File: src/rtl/vend_dispense_arbiter_if.sv
// ---------------------------------------------------------------------------
// vend_dispense_arbiter_if
// Bundle between the per-channel credit FSMs / motor driver (master side)
// and the dispense arbiter (slave side).
//
//   req       NUM_REQ  level request per channel, held until done or withdraw
//   abort     1        abort the vend in progress
//   jam       1        motor jam sensor
//   grant     NUM_REQ  one-hot grant, zero when idle
//   motor_on  1        motor drive
//   done      NUM_REQ  one-cycle completion pulse to the served channel
//   busy      1        arbiter not idle
//   fault     1        sticky jam indication
//   vend_count 16      completed vends (only with VEND_COUNT_EN)
// ---------------------------------------------------------------------------
interface vend_dispense_arbiter_if #(
  parameter int NUM_REQ = 4
);
  logic [NUM_REQ-1:0] req;
  logic               abort;
  logic               jam;
  logic [NUM_REQ-1:0] grant;
  logic               motor_on;
  logic [NUM_REQ-1:0] done;
  logic               busy;
  logic               fault;
`ifdef VEND_COUNT_EN
  logic [15:0]        vend_count;
`endif

  modport master (
    output req, abort, jam,
`ifdef VEND_COUNT_EN
    input  vend_count,
`endif
    input  grant, motor_on, done, busy, fault
  );

  modport slave (
    input  req, abort, jam,
`ifdef VEND_COUNT_EN
    output vend_count,
`endif
    output grant, motor_on, done, busy, fault
  );
endinterface

File: src/rtl/vend_dispense_arbiter.sv
// ---------------------------------------------------------------------------
// vend_dispense_arbiter
// Round-robin arbiter/sequencer sharing one dispense motor between NUM_REQ
// vending channels. A granted channel gets the motor for DISPENSE_CYCLES
// cycles, a one-cycle done pulse, then a GAP_CYCLES cooldown. A jam during
// the motor run parks the block in a sticky FAULT until reset.
//
// Ports:
//   clk   system clock, rising edge
//   rst   synchronous active-high reset
//   arb   vend_dispense_arbiter_if.slave (req/abort/jam in,
//         grant/motor_on/done/busy/fault out)
//
// Optional feature macro: VEND_COUNT_EN -- adds arb.vend_count, a saturating
// 16-bit count of completed vends.
//
// All outputs are decoded from registered state only.
// ---------------------------------------------------------------------------

// Per-channel output decode: one instance per channel.
module vend_lane_dec #(
  parameter int IW   = 2,
  parameter int LANE = 0
) (
  input  logic [IW-1:0] i_win,
  input  logic          i_grant_en,
  input  logic          i_done_en,
  output logic          o_grant,
  output logic          o_done
);
  logic w_hit;
  assign w_hit   = (i_win == IW'(LANE));
  assign o_grant = i_grant_en & w_hit;
  assign o_done  = i_done_en  & w_hit;
endmodule

module vend_dispense_arbiter #(
  parameter int NUM_REQ         = 4,
  parameter int DISPENSE_CYCLES = 8,
  parameter int GAP_CYCLES      = 2
) (
  input  logic                  clk,
  input  logic                  rst,
  vend_dispense_arbiter_if.slave arb
);

  localparam int IW   = (NUM_REQ > 1) ? $clog2(NUM_REQ) : 1;
  localparam int CMAX = (DISPENSE_CYCLES > GAP_CYCLES) ? DISPENSE_CYCLES : GAP_CYCLES;
  localparam int CW   = (CMAX > 0) ? $clog2(CMAX + 1) : 1;

  localparam logic [CW-1:0] RUN_LOAD = CW'(DISPENSE_CYCLES - 1);
  // GAP_CYCLES==0 never enters GAP, so the load value is then irrelevant.
  localparam logic [CW-1:0] GAP_LOAD = CW'((GAP_CYCLES > 0) ? GAP_CYCLES - 1 : 0);
  localparam bit            HAS_GAP  = (GAP_CYCLES > 0);

  localparam logic [2:0] S_IDLE  = 3'd0;
  localparam logic [2:0] S_GRANT = 3'd1;
  localparam logic [2:0] S_RUN   = 3'd2;
  localparam logic [2:0] S_DONE  = 3'd3;
  localparam logic [2:0] S_GAP   = 3'd4;
  localparam logic [2:0] S_FAULT = 3'd5;

  logic [2:0]    r_state;
  logic [IW-1:0] r_last;
  logic [IW-1:0] r_win;
  logic [CW-1:0] r_cnt;

  logic [IW-1:0] w_pick;
  logic          w_any;
  logic          w_grant_en;
  logic          w_done_en;
  logic [NUM_REQ-1:0] w_grant;
  logic [NUM_REQ-1:0] w_done;

  // Channel index at rotation offset off from the last winner, with wrap.
  // Offsets stay below NUM_REQ, so one conditional subtract covers the wrap.
  function automatic logic [IW-1:0] rr_idx(input logic [IW-1:0] last, input int off);
    int s;
    s = int'(last) + 1 + off;
    if (s >= NUM_REQ) s = s - NUM_REQ;
    return IW'(s);
  endfunction

  // Walk offsets from farthest to nearest so the nearest requester after
  // r_last is the final (winning) assignment.
  always_comb begin
    w_pick = r_last;
    for (int i = NUM_REQ - 1; i >= 0; i--) begin
      if (arb.req[rr_idx(r_last, i)]) w_pick = rr_idx(r_last, i);
    end
  end
  assign w_any = |arb.req;

  always_ff @(posedge clk) begin
    if (rst) begin
      r_state <= S_IDLE;
      r_last  <= IW'(NUM_REQ - 1);
      r_win   <= '0;
      r_cnt   <= '0;
    end else begin
      case (r_state)
        S_IDLE: begin
          if (w_any) begin
            r_win   <= w_pick;
            r_last  <= w_pick;
            r_state <= S_GRANT;
          end
        end
        S_GRANT: begin
          if (!arb.req[r_win]) begin
            r_state <= S_IDLE;
          end else if (arb.abort) begin
            r_state <= HAS_GAP ? S_GAP : S_IDLE;
            r_cnt   <= GAP_LOAD;
          end else begin
            r_state <= S_RUN;
            r_cnt   <= RUN_LOAD;
          end
        end
        S_RUN: begin
          // jam outranks abort, abort outranks normal expiry; req is ignored.
          if (arb.jam) begin
            r_state <= S_FAULT;
          end else if (arb.abort) begin
            r_state <= HAS_GAP ? S_GAP : S_IDLE;
            r_cnt   <= GAP_LOAD;
          end else if (r_cnt == '0) begin
            r_state <= S_DONE;
          end else begin
            r_cnt <= r_cnt - 1'b1;
          end
        end
        S_DONE: begin
          r_state <= HAS_GAP ? S_GAP : S_IDLE;
          r_cnt   <= GAP_LOAD;
        end
        S_GAP: begin
          if (r_cnt == '0) r_state <= S_IDLE;
          else             r_cnt   <= r_cnt - 1'b1;
        end
        S_FAULT: r_state <= S_FAULT;
        default: r_state <= S_IDLE;
      endcase
    end
  end

  assign w_grant_en = (r_state == S_GRANT) || (r_state == S_RUN) || (r_state == S_DONE);
  assign w_done_en  = (r_state == S_DONE);

  for (genvar g = 0; g < NUM_REQ; g++) begin : g_lane
    vend_lane_dec #(.IW(IW), .LANE(g)) u_dec (
      .i_win      (r_win),
      .i_grant_en (w_grant_en),
      .i_done_en  (w_done_en),
      .o_grant    (w_grant[g]),
      .o_done     (w_done[g])
    );
  end

  assign arb.grant    = w_grant;
  assign arb.done     = w_done;
  assign arb.motor_on = (r_state == S_RUN);
  assign arb.busy     = (r_state != S_IDLE);
  assign arb.fault    = (r_state == S_FAULT);

`ifdef VEND_COUNT_EN
  logic [15:0] r_vend_count;
  // Only the DONE state counts, so aborted/withdrawn/faulted vends never do.
  always_ff @(posedge clk) begin
    if (rst)                                         r_vend_count <= '0;
    else if (r_state == S_DONE && r_vend_count != 16'hFFFF) r_vend_count <= r_vend_count + 16'd1;
  end
  assign arb.vend_count = r_vend_count;
`endif

endmodule

File: src/flat_wrapper.sv
// flat-port wrapper written by rule: the top's interface ports become plain ports
module vend_dispense_arbiter_flat 
#(
  parameter int NUM_REQ         = 4,
  parameter int DISPENSE_CYCLES = 8,
  parameter int GAP_CYCLES      = 2
)
  (clk, rst, arb_req, arb_abort, arb_jam, arb_grant, arb_motor_on, arb_done, arb_busy, arb_fault);
  vend_dispense_arbiter_if #(.NUM_REQ(NUM_REQ)) arb_i ();
  input  logic clk;
  input  logic rst;
  input wire logic [$bits(arb_i.req)-1:0] arb_req;
  input wire logic [$bits(arb_i.abort)-1:0] arb_abort;
  input wire logic [$bits(arb_i.jam)-1:0] arb_jam;
  output wire logic [$bits(arb_i.grant)-1:0] arb_grant;
  output wire logic [$bits(arb_i.motor_on)-1:0] arb_motor_on;
  output wire logic [$bits(arb_i.done)-1:0] arb_done;
  output wire logic [$bits(arb_i.busy)-1:0] arb_busy;
  output wire logic [$bits(arb_i.fault)-1:0] arb_fault;
  assign arb_i.req = arb_req;
  assign arb_i.abort = arb_abort;
  assign arb_i.jam = arb_jam;
  assign arb_grant = arb_i.grant;
  assign arb_motor_on = arb_i.motor_on;
  assign arb_done = arb_i.done;
  assign arb_busy = arb_i.busy;
  assign arb_fault = arb_i.fault;
  vend_dispense_arbiter #(.NUM_REQ(NUM_REQ), .DISPENSE_CYCLES(DISPENSE_CYCLES), .GAP_CYCLES(GAP_CYCLES)) u_core (.clk(clk), .rst(rst), .arb(arb_i));
endmodule
File: config.mk
export PLATFORM = sky130hd
export DESIGN_NAME = vend_dispense_arbiter_flat
export DESIGN_NICKNAME = d
export VERILOG_FILES = /design/src/rtl/vend_dispense_arbiter_if.sv /design/src/rtl/vend_dispense_arbiter.sv /design/src/flat_wrapper.sv
export SDC_FILE = /design/constraint.sdc
export NUM_CORES = 1
export LEC_CHECK = 0
export CAP_MARGIN = 10
export CORE_MARGIN = 3
export CORE_UTILIZATION = 45
export CTS_CLUSTER_DIAMETER = 150
export CTS_CLUSTER_SIZE = 12
export DETAILED_ROUTE_END_ITERATION = 16
export GPL_ROUTABILITY_DRIVEN = 0
export PLACE_DENSITY = 0.85
export SETUP_SLACK_MARGIN = 0.05
export SYNTH_ARGS = -nofsm -noshare
export SYNTH_HDL_FRONTEND = slang
export SYNTH_SLANG_ARGS = --single-unit
File: constraint.sdc
create_clock -name clk -period 1.45 [get_ports clk]
set_input_delay 0.29 -clock clk [delete_from_list [all_inputs] [get_ports clk]]
set_output_delay 0.29 -clock clk [all_outputs]
set_load 0.02 [all_outputs]
==> qor.yml, run 1 <==
start_util: 0.510
reg2regPathDepth: 6
cts.reportedPaths.clkPinSlew_ns: 0.07
cts_buffers: 3
grtUsageTotal: 0.275
syn_nets: 128
timing.final.crit_share: 1.14
synth_seq_cells: 11
crit_top_cell: "buf_6"
p_total_mw: 1.92
coreArea_um2: 1840
portBuffers: 18
route.detailed.drc: 0
clock-sinks: 11
synth_edf_count: 0
clock_skew_ns: 0.000569
slew_violations: 0
rsz0062_at_grt: "true"
synth_commonest_cells: "nor2_1 (12), dfxtp_1 (11), buf_4 (9), nand2_1 (9), inv_1 (8)"
p_int_mw: 1.11
synth_cell_types: 47
crit_path_cell_trace: "buf_6 > or3b_4 > a21oi_4 > buf_6 > a221oi_2 > mux2_4"
p_leak_nw: 0.649
synth_top_area_share: 0.235
drive_above_1_share: 0.681
p_seq_frac: 0.244
crit_type: "flop to flop"
antenna_found_initial: 0
hold_violations: 0
clock_latency_ns: 0.27
multi_input_area_um2: 821
p_switching_mw: 0.811
drtPass1Iterations: 4
finalSetupViolCount: 14
grt_pass1_vias: 1161
die_y_um: 51.6
fin_nets: 176
period_needed_ns: 1.66
post-synth-top-count-cell: "nor2_1"
worst_slack_ns: -0.208
cts-root-buf: "clkbuf_4"
cap_violations: 0
fmax_mhz: 603
crit_required_ns: 1.62
run_status: "complete, but fails checks"
fillers: 77
pwr_density_cell_nw_per_um2: 1180
viasPerCell: 6.42
routed_wl_um: 3980
grt_pass1_wl_um: 5390
failed_checks: "setup timing"
yosysTopAreaCell: "dfxtp_1"
dieArea_um2: 2670
cp_max_fo: 6
switching_share: 0.423
yosys_most_used_dff: "dfxtp_1"
postRouteAntennaNets: 0
overflow: 0
h-tree-depth: 1
hold_class: "primary input to flop"
worstMarginPinSlew_ns: 0.320
postSynthAreaPerCell_um2: 7.88
area.sequential_um2: 236
drtIter0Drc: 49
clkPwrFrac: 0.111
diodes: 0
ys_seq_area_frac: 0.235
routedWlPerCell_um: 20.8
grt_max_degree: 10
cp.arrival_ns: 1.82
rows: 15
cp_slowest_cell: "or3b_4"
synth_area_um2: 937
p_comb_frac: 0.645
die_x_um: 51.6
relSlewSlack: 0.785
synth-async-reset-ratio: 0
tns_ns: -1.67
io_pins: 19
start_kind: "flop"
whs_path_depth: 3
cpPeakStageDelay_ns: 0.39
peakVddDrop_uv: 934
hold_buffers: 0
synthTopCellsByArea: "dfxtp_1 (23%), buf_4 (7.2%), mux4_2 (4.8%)"
yosysWarnings: 0
syn_inst: 119
syn2layout_area_growth_pct: 73.3
cts_tree: "built"
crit_path_end_kind: "flop"
hpwlAfterDp_um: 2070
clockBufferDepth: 2
num_vias: 1226
## worst paths after layout
path	slack, ns	endpoint	startpoint
min reg2reg	0.57	u_core.r_win[1]	u_core.r_win[1]
max reg2reg	-0.21	u_core.r_cnt[0]	u_core.r_state[1]
max	-0.21	u_core.r_cnt[0]	u_core.r_state[1]
min	0.53	u_core.r_state[1]	arb_abort
## worst max-delay path: cells and delay by family (launching register included)
kind | cells | cell delay, ns
AOI/OAI and AO/OA | 2 | 0.27
buffers and inverters | 2 | 0.27
DFF | 1 | 0.37
muxes | 1 | 0.25
and+or+nand+nor | 1 | 0.39
## flip-flops by register name, indices dropped and copies added, names as in the netlist
| signal | cells |
|---|---|
| u_core.r_cnt | 4 |
| u_core.r_state | 3 |
| u_core.r_last | 2 |
| u_core.r_win | 2 |
## placed cells by master, fill, tap and decap left out, drive strengths merged, types with 3 or more instances in the layout
cell type / n
buf: 54
nor2: 12
dfxtp: 11
nand2: 9
inv: 8
nor3: 7
a21oi: 7
nand2b: 6
clkbuf: 4
nor3b: 3
or3b: 3
## per-stage QoR
step                      instances  hold WS, ns  instance area (um^2)  utilization  setup slack [ns]
after floorplan                 119        0.361                   981            -           -0.0193
after global placement          173        0.492                  1270        0.693            -0.528
after detailed placement        173        0.528                  1270        0.693            -0.557
after CTS                       184        0.502                  1440        0.781            -0.130
after global routing            191        0.542                  1620        0.883            -0.252
final                           191        0.525                  1620        0.883            -0.208
## cells by family after synthesis
logic type | after synthesis | synth area share
flip-flops | 11 | 0.235
AO/OA/AOI/OAI | 28 | 0.234
adder cells (fa/ha/maj) | 1 | 0.0133
AND/OR/NAND/NOR | 53 | 0.319
buffers and inverters | 23 | 0.139
multiplexers | 3 | 0.0601
## power by group through the flow
| stage | sequential (mW) | clock (mW) | combinational [mW] |
|---|---|---|---|
| 6_report | 0.467 | 0.213 | 1.24 |
| 5_1_grt | 0.475 | 0.219 | 1.30 |
| 4_1_cts | 0.453 | 0.210 | 0.981 |
| 3_5_place_dp | 0.444 | 0 | 0.810 |
| 3_3_place_gp | 0.441 | 0 | 0.780 |
| 2_1_floorplan | 0.404 | 0 | 0.583 |
## layer usage
| metal | GRT usage | wire [um] |
|---|---|---|
| met5 | 0 | 0 |
| met2 | 0.513 | 1890 |
| met4 | 0.188 | 322 |
| met1 | 0.273 | 1420 |
| met3 | 0.0487 | 338 |
## final cells by class
| class | instances | share of cell area |
|---|---|---|
| Clock buffer | 4 | 0.0162 |
| Inverter | 8 | 0.0200 |
| Multi-Input combinational cell | 85 | 0.505 |
| Sequential cell | 11 | 0.146 |
| Tap cell | 25 | 0.0193 |
| Timing Repair Buffer | 58 | 0.294 |
## timing repair
action                                  CTS  global route
endpoints found under the setup margin   22            20
buffers inserted                          7             7
resized for setup                       105            32
pin swaps                                21            13
No activity file was read; power rests on OpenSTA's default activity.
==> inputs of run 2 (changes only) <==
- SYNTH_HIERARCHICAL: not set -> 1
==> qor.yml, run 2 <==
run_status: "complete, but fails checks"
failed_checks: "setup timing"
ys_seq_area_frac: 0.232  # -0.00340
final_cells: 207  # +8.4%
fillers: 67  # -13%
clock-sinks: 11  # unchanged
synth_commonest_cells: "dfxtp_1 (11), nand2b_1 (10), nor2_1 (10)"
top_register: "u_core/r_cnt"
crit_path_end_kind: "flop"
r2r_end: "u_core/r_cnt[1]"
cts.reportedPaths.clkPinSlew_ns: 0.08  # about the same
rows: 16  # +1
clock_skew_ns: 0.0119  # +0.0113 ns
drive_above_1_share: 0.644  # -0.0363
whs_path_depth: 2  # -1
routed_wl_um: 4550  # +15%
cp_slowest_cell: "dfxtp_4"
startpoint: "u_core/r_state[1]"
drtIter0Drc: 79  # +61%
final_cell_mix: "buf_4 (37), buf_6 (22), nand2b_1 (7), nand2_1 (7)"
rsz0062_at_grt: "true"
reg2regPathDepth: 7  # +1
worstMarginPinSlew_ns: 0.403  # +0.0822 ns
antenna_found_initial: 0  # unchanged
cap_violations: 0  # unchanged
hold_buffers: 0  # unchanged
drtPass1Iterations: 5  # +1
dieArea_um2: 2700  # +1.3%
route.detailed.drc: 0  # unchanged
postSynthAreaPerCell_um2: 8.13  # +3.2%
finalSetupViolCount: 19  # +5
cp.depth: 7  # +1
diodes: 0  # unchanged
worstPathBufferInverterCount: 3  # +1
grt_max_degree: 11  # +1
fmax_mhz: 598  # -0.92%
crit_required_ns: 1.65  # +0.03 ns
synth_area_um2: 951  # +1.5%
synth-async-reset-ratio: 0  # unchanged
coreArea_um2: 1980  # +7.8%
r2r_setup_slack_ns: -0.22  # -0.02 ns
cpPeakStageDelay_ns: 0.36  # -0.03 ns
p_leak_nw: 0.717  # +11%
yosysTopAreaCell: "dfxtp_1"
yosysWarnings: 6  # +6
hold_class: "flop to flop"
viasPerCell: 6.65  # +3.6%
preCtsSetupSlack_ns: -0.557  # +0.000764 ns
worst_slack_ns: -0.223  # -0.0154 ns
start_kind: "flop"
largest_reg_flops: 4  # unchanged
postRouteAntennaNets: 0  # unchanged
synth_cell_types: 48  # +2.1%
h-tree-depth: 1  # unchanged
synth_top_area_share: 0.232  # -0.00340
clock_latency_ns: 0.29  # +0.02 ns
dp_cells: 188  # +8.7%
die_x_um: 52.0  # +0.65%
fin_nets: 190  # +8.0%
syn_nets: 126  # -1.6%
overflow: 0  # unchanged
yosys_most_used_dff: "dfxtp_1"
cts_tree: "built"
synthTopCellsByArea: "dfxtp_1 (23%), nand2b_1 (6.6%), mux4_2 (4.7%)"
num_vias: 1376  # +12%
relSlewSlack: 0.731  # -0.0537
grtUsageTotal: 0.333  # +0.0573
hold_violations: 0  # unchanged
clockBufferDepth: 2  # unchanged
r2r_start: "u_core/r_state[1]"
cts_buffers: 3  # unchanged
grt_pass1_wl_um: 6440  # +19%
start_util: 0.480  # -0.0297
post-synth-top-count-cell: "dfxtp_1"
die_y_um: 52.0  # +0.65%
synth_seq_cells: 11  # unchanged
timing.final.crit_share: 1.15  # +0.0106
io_pins: 19  # unchanged
cp_max_fo: 8  # +2
period_needed_ns: 1.67  # +0.0154 ns
cp_top_family: "buffers and inverters"
routedWlPerCell_um: 22.0  # +5.7%
crit_path_cell_trace: "buf_6 > buf_4 > nor2b_4 > nor3_2 > buf_4 > a21oi_1 > a221oi_2"
final_common_cell: "buf_4"
crit_type: "flop to flop"
cp.arrival_ns: 1.87  # +0.05 ns
top_regs: "u_core/r_cnt: 4 flops, u_core/r_state: 3 flops"
hpwlAfterDp_um: 2300  # +11%
crit_top_cell: "buf_4"
peakVddDrop_uv: 1020  # +9.3%
portBuffers: 18  # unchanged
slew_violations: 0  # unchanged
crit_path_end: "u_core/r_cnt[1]"
pwr_density_cell_nw_per_um2: 1100  # -7.2%
synth_edf_count: 0  # unchanged
cts-root-buf: "clkbuf_4"
syn2layout_area_growth_pct: 91.2
grt_pass1_vias: 1327  # +14%
syn_inst: 117  # -1.7%
## run 2: cell count changes in the layout (fill, tap and decap cells not counted), moves of 3 or more
cell      previous run  this run
nor2_4               2         5
buf_6               12        22
inv_1                4         1
buf_2                5         0
nor3_1               5         2
nand2b_1             4         7
and3b_1              0         4
nor2_1               9         5
## run 2: what timing repair did
item / 4_1_cts / 5_1_grt
resized for setup: 114 / 25
pin swaps: 13 / 9
setup endpoints to repair: 22 / 22
buffers inserted: 9 / 6
## run 2: layer usage
metal	vias up	wire (um)	track usage
met3	33	310	0.0917
li1	581	-	-
met1	666	1650	0.340
met5	-	0	0
met4	0	274	0.162
met2	96	2320	0.611
## run 2: report_power, final
| group | leakage, nW | internal [mW] | switching [mW] |
|---|---|---|---|
| Sequential | 0.0941 | 0.370 | 0.0785 |
| Clock | 0.0150 | 0.107 | 0.121 |
| Combinational | 0.608 | 0.674 | 0.642 |
| Total | 0.717 | 1.15 | 0.842 |
## run 2: worst min path at each step
stage,from,end,slack (ns)
floorplan,arb_abort,u_core/r_state[1],0.38
finish,u_core/r_cnt[2],u_core/r_cnt[2],0.54
global placement,u_core/r_cnt[2],u_core/r_cnt[2],0.51
CTS,u_core/r_cnt[2],u_core/r_cnt[2],0.53
global route,u_core/r_cnt[2],u_core/r_cnt[2],0.58
detailed placement,u_core/r_cnt[2],u_core/r_cnt[2],0.51
## run 2: worst register-to-register path: cells and delay by family, from the launching register on
family,cells,cell delay (ns)
AO/OA/AOI/OAI,2,0.33
flip-flops,1,0.36
AND/OR/NAND/NOR,2,0.42
buffers and inverters,3,0.48
## run 2: cells by family (layout without fill, tap and decap cells)
group,after synthesis,in the layout,share of synthesized area
and+or+nand+nor,54,54,0.341
AOI/OAI and AO/OA,38,38,0.320
DFF,11,11,0.232
buffers and inverters,11,74,0.0474
muxes,2,2,0.0474
adders and majority gates,1,1,0.0132
## run 2: metrics by stage
step                instance area, um^2  hold slack (ns)  total power [mW]   util  TNS (ns)
CTS                                1700            0.530              1.78  0.856     -1.15
detailed placement                 1400            0.513              1.29  0.705     -7.85
global placement                   1400            0.506              1.26  0.705     -7.01
finish                             1820            0.542              1.99  0.917     -2.00
floorplan                           978            0.380             0.937      -    -0.387
global route                       1820            0.585              2.06  0.917     -2.76
## run 2: layout make-up
| cell class | instances | area, um^2 | area share |
|---|---|---|---|
| clock buffer | 4 | 26.3 | 0.0145 |
| inverter | 4 | 15.0 | 0.00826 |
| multi-input combinational | 95 | 913 | 0.502 |
| sequential | 11 | 236 | 0.130 |
| tap | 27 | 33.8 | 0.0186 |
| timing repair buffer | 66 | 593 | 0.326 |
==> inputs of run 3 (changes only) <==
- CTS_BUF_LIST: not set -> sky130_fd_sc_hd__clkbuf_16
- GPL_TIMING_DRIVEN: not set -> 0
==> qor.yml, run 3 (synthesis gave the netlist of run 2 again) <==
rows: 16  # unchanged
p_int_mw: 1.22  # +5.7%
fmax_mhz: 620  # +3.8%
relSlewSlack: 0.560  # -0.171
cts.reportedPaths.clkPinSlew_ns: 0.04  # -0.04 ns
fillers: 112  # +67%
drive_above_1_share: 0.533  # -0.112
h-tree-depth: 1  # unchanged
start_kind: "flop"
crit_path_end_kind: "flop"
routedWlPerCell_um: 18.3  # -17%
drtPass1Iterations: 8  # +3
p_switching_mw: 0.722  # -14%
antenna_found_initial: 0  # unchanged
top_regs: "u_core/r_cnt: 4 flops, u_core/r_state: 3 flops"
die_x_um: 52.0  # unchanged
grtUsageTotal: 0.223  # -0.110
slew_violations: 0  # unchanged
cts-root-buf: "clkbuf_16"
cp_max_fo: 3  # -5
p_comb_frac: 0.510  # -0.150
viasPerCell: 6.39  # -3.9%
cap_violations: 0  # unchanged
clock-sinks: 11  # unchanged
finalSetupViolCount: 17  # -2
run_status: "complete, but fails checks"
top_register: "u_core/r_cnt"
grt_pass1_wl_um: 4530  # -30%
p_leak_nw: 0.595  # -17%
peakVddDrop_uv: 817  # -20%
cts_tree: "built"
coreArea_um2: 1980  # unchanged
fin_nets: 162  # -15%
hold_buffers: 0  # unchanged
largest_reg_flops: 4  # unchanged
p_seq_frac: 0.228  # +0.003
cp_top_family: "multiplexers"
hold_class: "flop to flop"
start_util: 0.480  # unchanged
postRouteAntennaNets: 0  # unchanged
final_cell_mix: "buf_4 (17), buf_6 (10), nand2_1 (8)"
grt_max_degree: 11  # unchanged
crit_required_ns: 1.54  # -0.11 ns
hpwlAfterDp_um: 1800  # -22%
worstMarginPinSlew_ns: 0.661  # +0.258 ns
pwr_density_cell_nw_per_um2: 1250  # +14%
overflow: 0  # unchanged
crit_type: "flop to flop"
clock_skew_ns: 0.00168  # -0.0102 ns
final_cells: 179  # -14%
worstPathBufferInverterCount: 0  # -3
cp.arrival_ns: 1.71  # -0.16 ns
cpPeakStageDelay_ns: 0.56  # +0.20 ns
dieArea_um2: 2700  # unchanged
rsz0062_at_grt: "true"
hold_violations: 0  # unchanged
portBuffers: 18  # unchanged
clock_latency_ns: 0.24  # -0.05 ns
period_needed_ns: 1.61  # -0.0614 ns
routed_wl_um: 3280  # -28%
switching_share: 0.373  # -0.0499
p_total_mw: 1.94  # -2.7%
failed_checks: "setup timing"
die_y_um: 52.0  # unchanged
io_pins: 19  # unchanged
grt_pass1_vias: 1019  # -23%
worst_slack_ns: -0.162  # +0.0614 ns
route.detailed.drc: 0  # unchanged
final_common_cell: "buf_4"
cts_buffers: 3  # unchanged
cp_slowest_cell: "mux4_2"
timing.final.crit_share: 1.11  # -0.0423
clockBufferDepth: 2  # unchanged
dp_cells: 162  # -14%
crit_path_cell_trace: "mux4_2 > or3_4 > o21ai_2 > o32ai_2"
diodes: 0  # unchanged
drtIter0Drc: 47  # -41%
syn2layout_area_growth_pct: 62.8
num_vias: 1144  # -17%
clkPwrFrac: 0.261  # +0.146
preCtsSetupSlack_ns: -0.623  # -0.0667 ns
[run 3: through the flow]
step | TNS [ns] | utilization | hold slack (ns) | area, um^2
after global placement | -9.11 | 0.602 | 0.490 | 1190
after CTS | -1.56 | 0.698 | 0.483 | 1380
after detailed placement | -9.85 | 0.602 | 0.485 | 1190
after global routing | -2.65 | 0.781 | 0.523 | 1550
after floorplan | -0.387 | - | 0.380 | 978
final | -1.67 | 0.781 | 0.514 | 1550
[run 3: power by group through the flow]
stage	Combinational, mW	Sequential, mW	Clock, mW
floorplan	0.512	0.425	0
global placement	0.666	0.440	0
detailed placement	0.681	0.444	0
CTS	0.809	0.433	0.510
global route	1.07	0.448	0.524
finish	0.989	0.443	0.507
[run 3: worst min-delay path: cells and delay by family (launching register included)]
family / cells / cell delay, ns
DFF: 1 / 0.32
buffers and inverters: 1 / 0.08
AOI/OAI and AO/OA: 1 / 0.06
[run 3: area by class of cell]
class,instances,area [um^2],area share
buffer,6,66.3,0.0428
multi-input combinational,95,847,0.547
timing repair buffer,32,270,0.175
sequential,11,235,0.152
clock buffer,3,75.1,0.0485
clock inverter,1,5.00,0.00323
tap,27,33.8,0.0218
inverter,4,15.0,0.00970
[run 3: repair_timing]
action | in CTS | in global routing
setup buffers | 8 | 5
cloned | 1 | 0
pin swaps | 7 | 8
resized for setup | 90 | 34
setup endpoints to repair | 22 | 22
[run 3: metal layers]
layer,up-vias,wire (um),track usage
met4,0,102,0.0917
li1,521,-,-
met5,-,0,0
met1,550,1260,0.262
met3,13,206,0.0372
met2,60,1710,0.393
[run 3: path summary, 6_finish.rpt]
check / startpoint / endpoint / slack [ns] / cells after the start
max: u_core/r_win[0] / u_core/r_cnt[2] / -0.16 / 4
min: u_core/r_cnt[1] / u_core/r_cnt[1] / 0.51 / 2
max reg2reg: u_core/r_win[0] / u_core/r_cnt[2] / -0.16 / 4
min reg2reg: u_core/r_cnt[1] / u_core/r_cnt[1] / 0.51 / 2
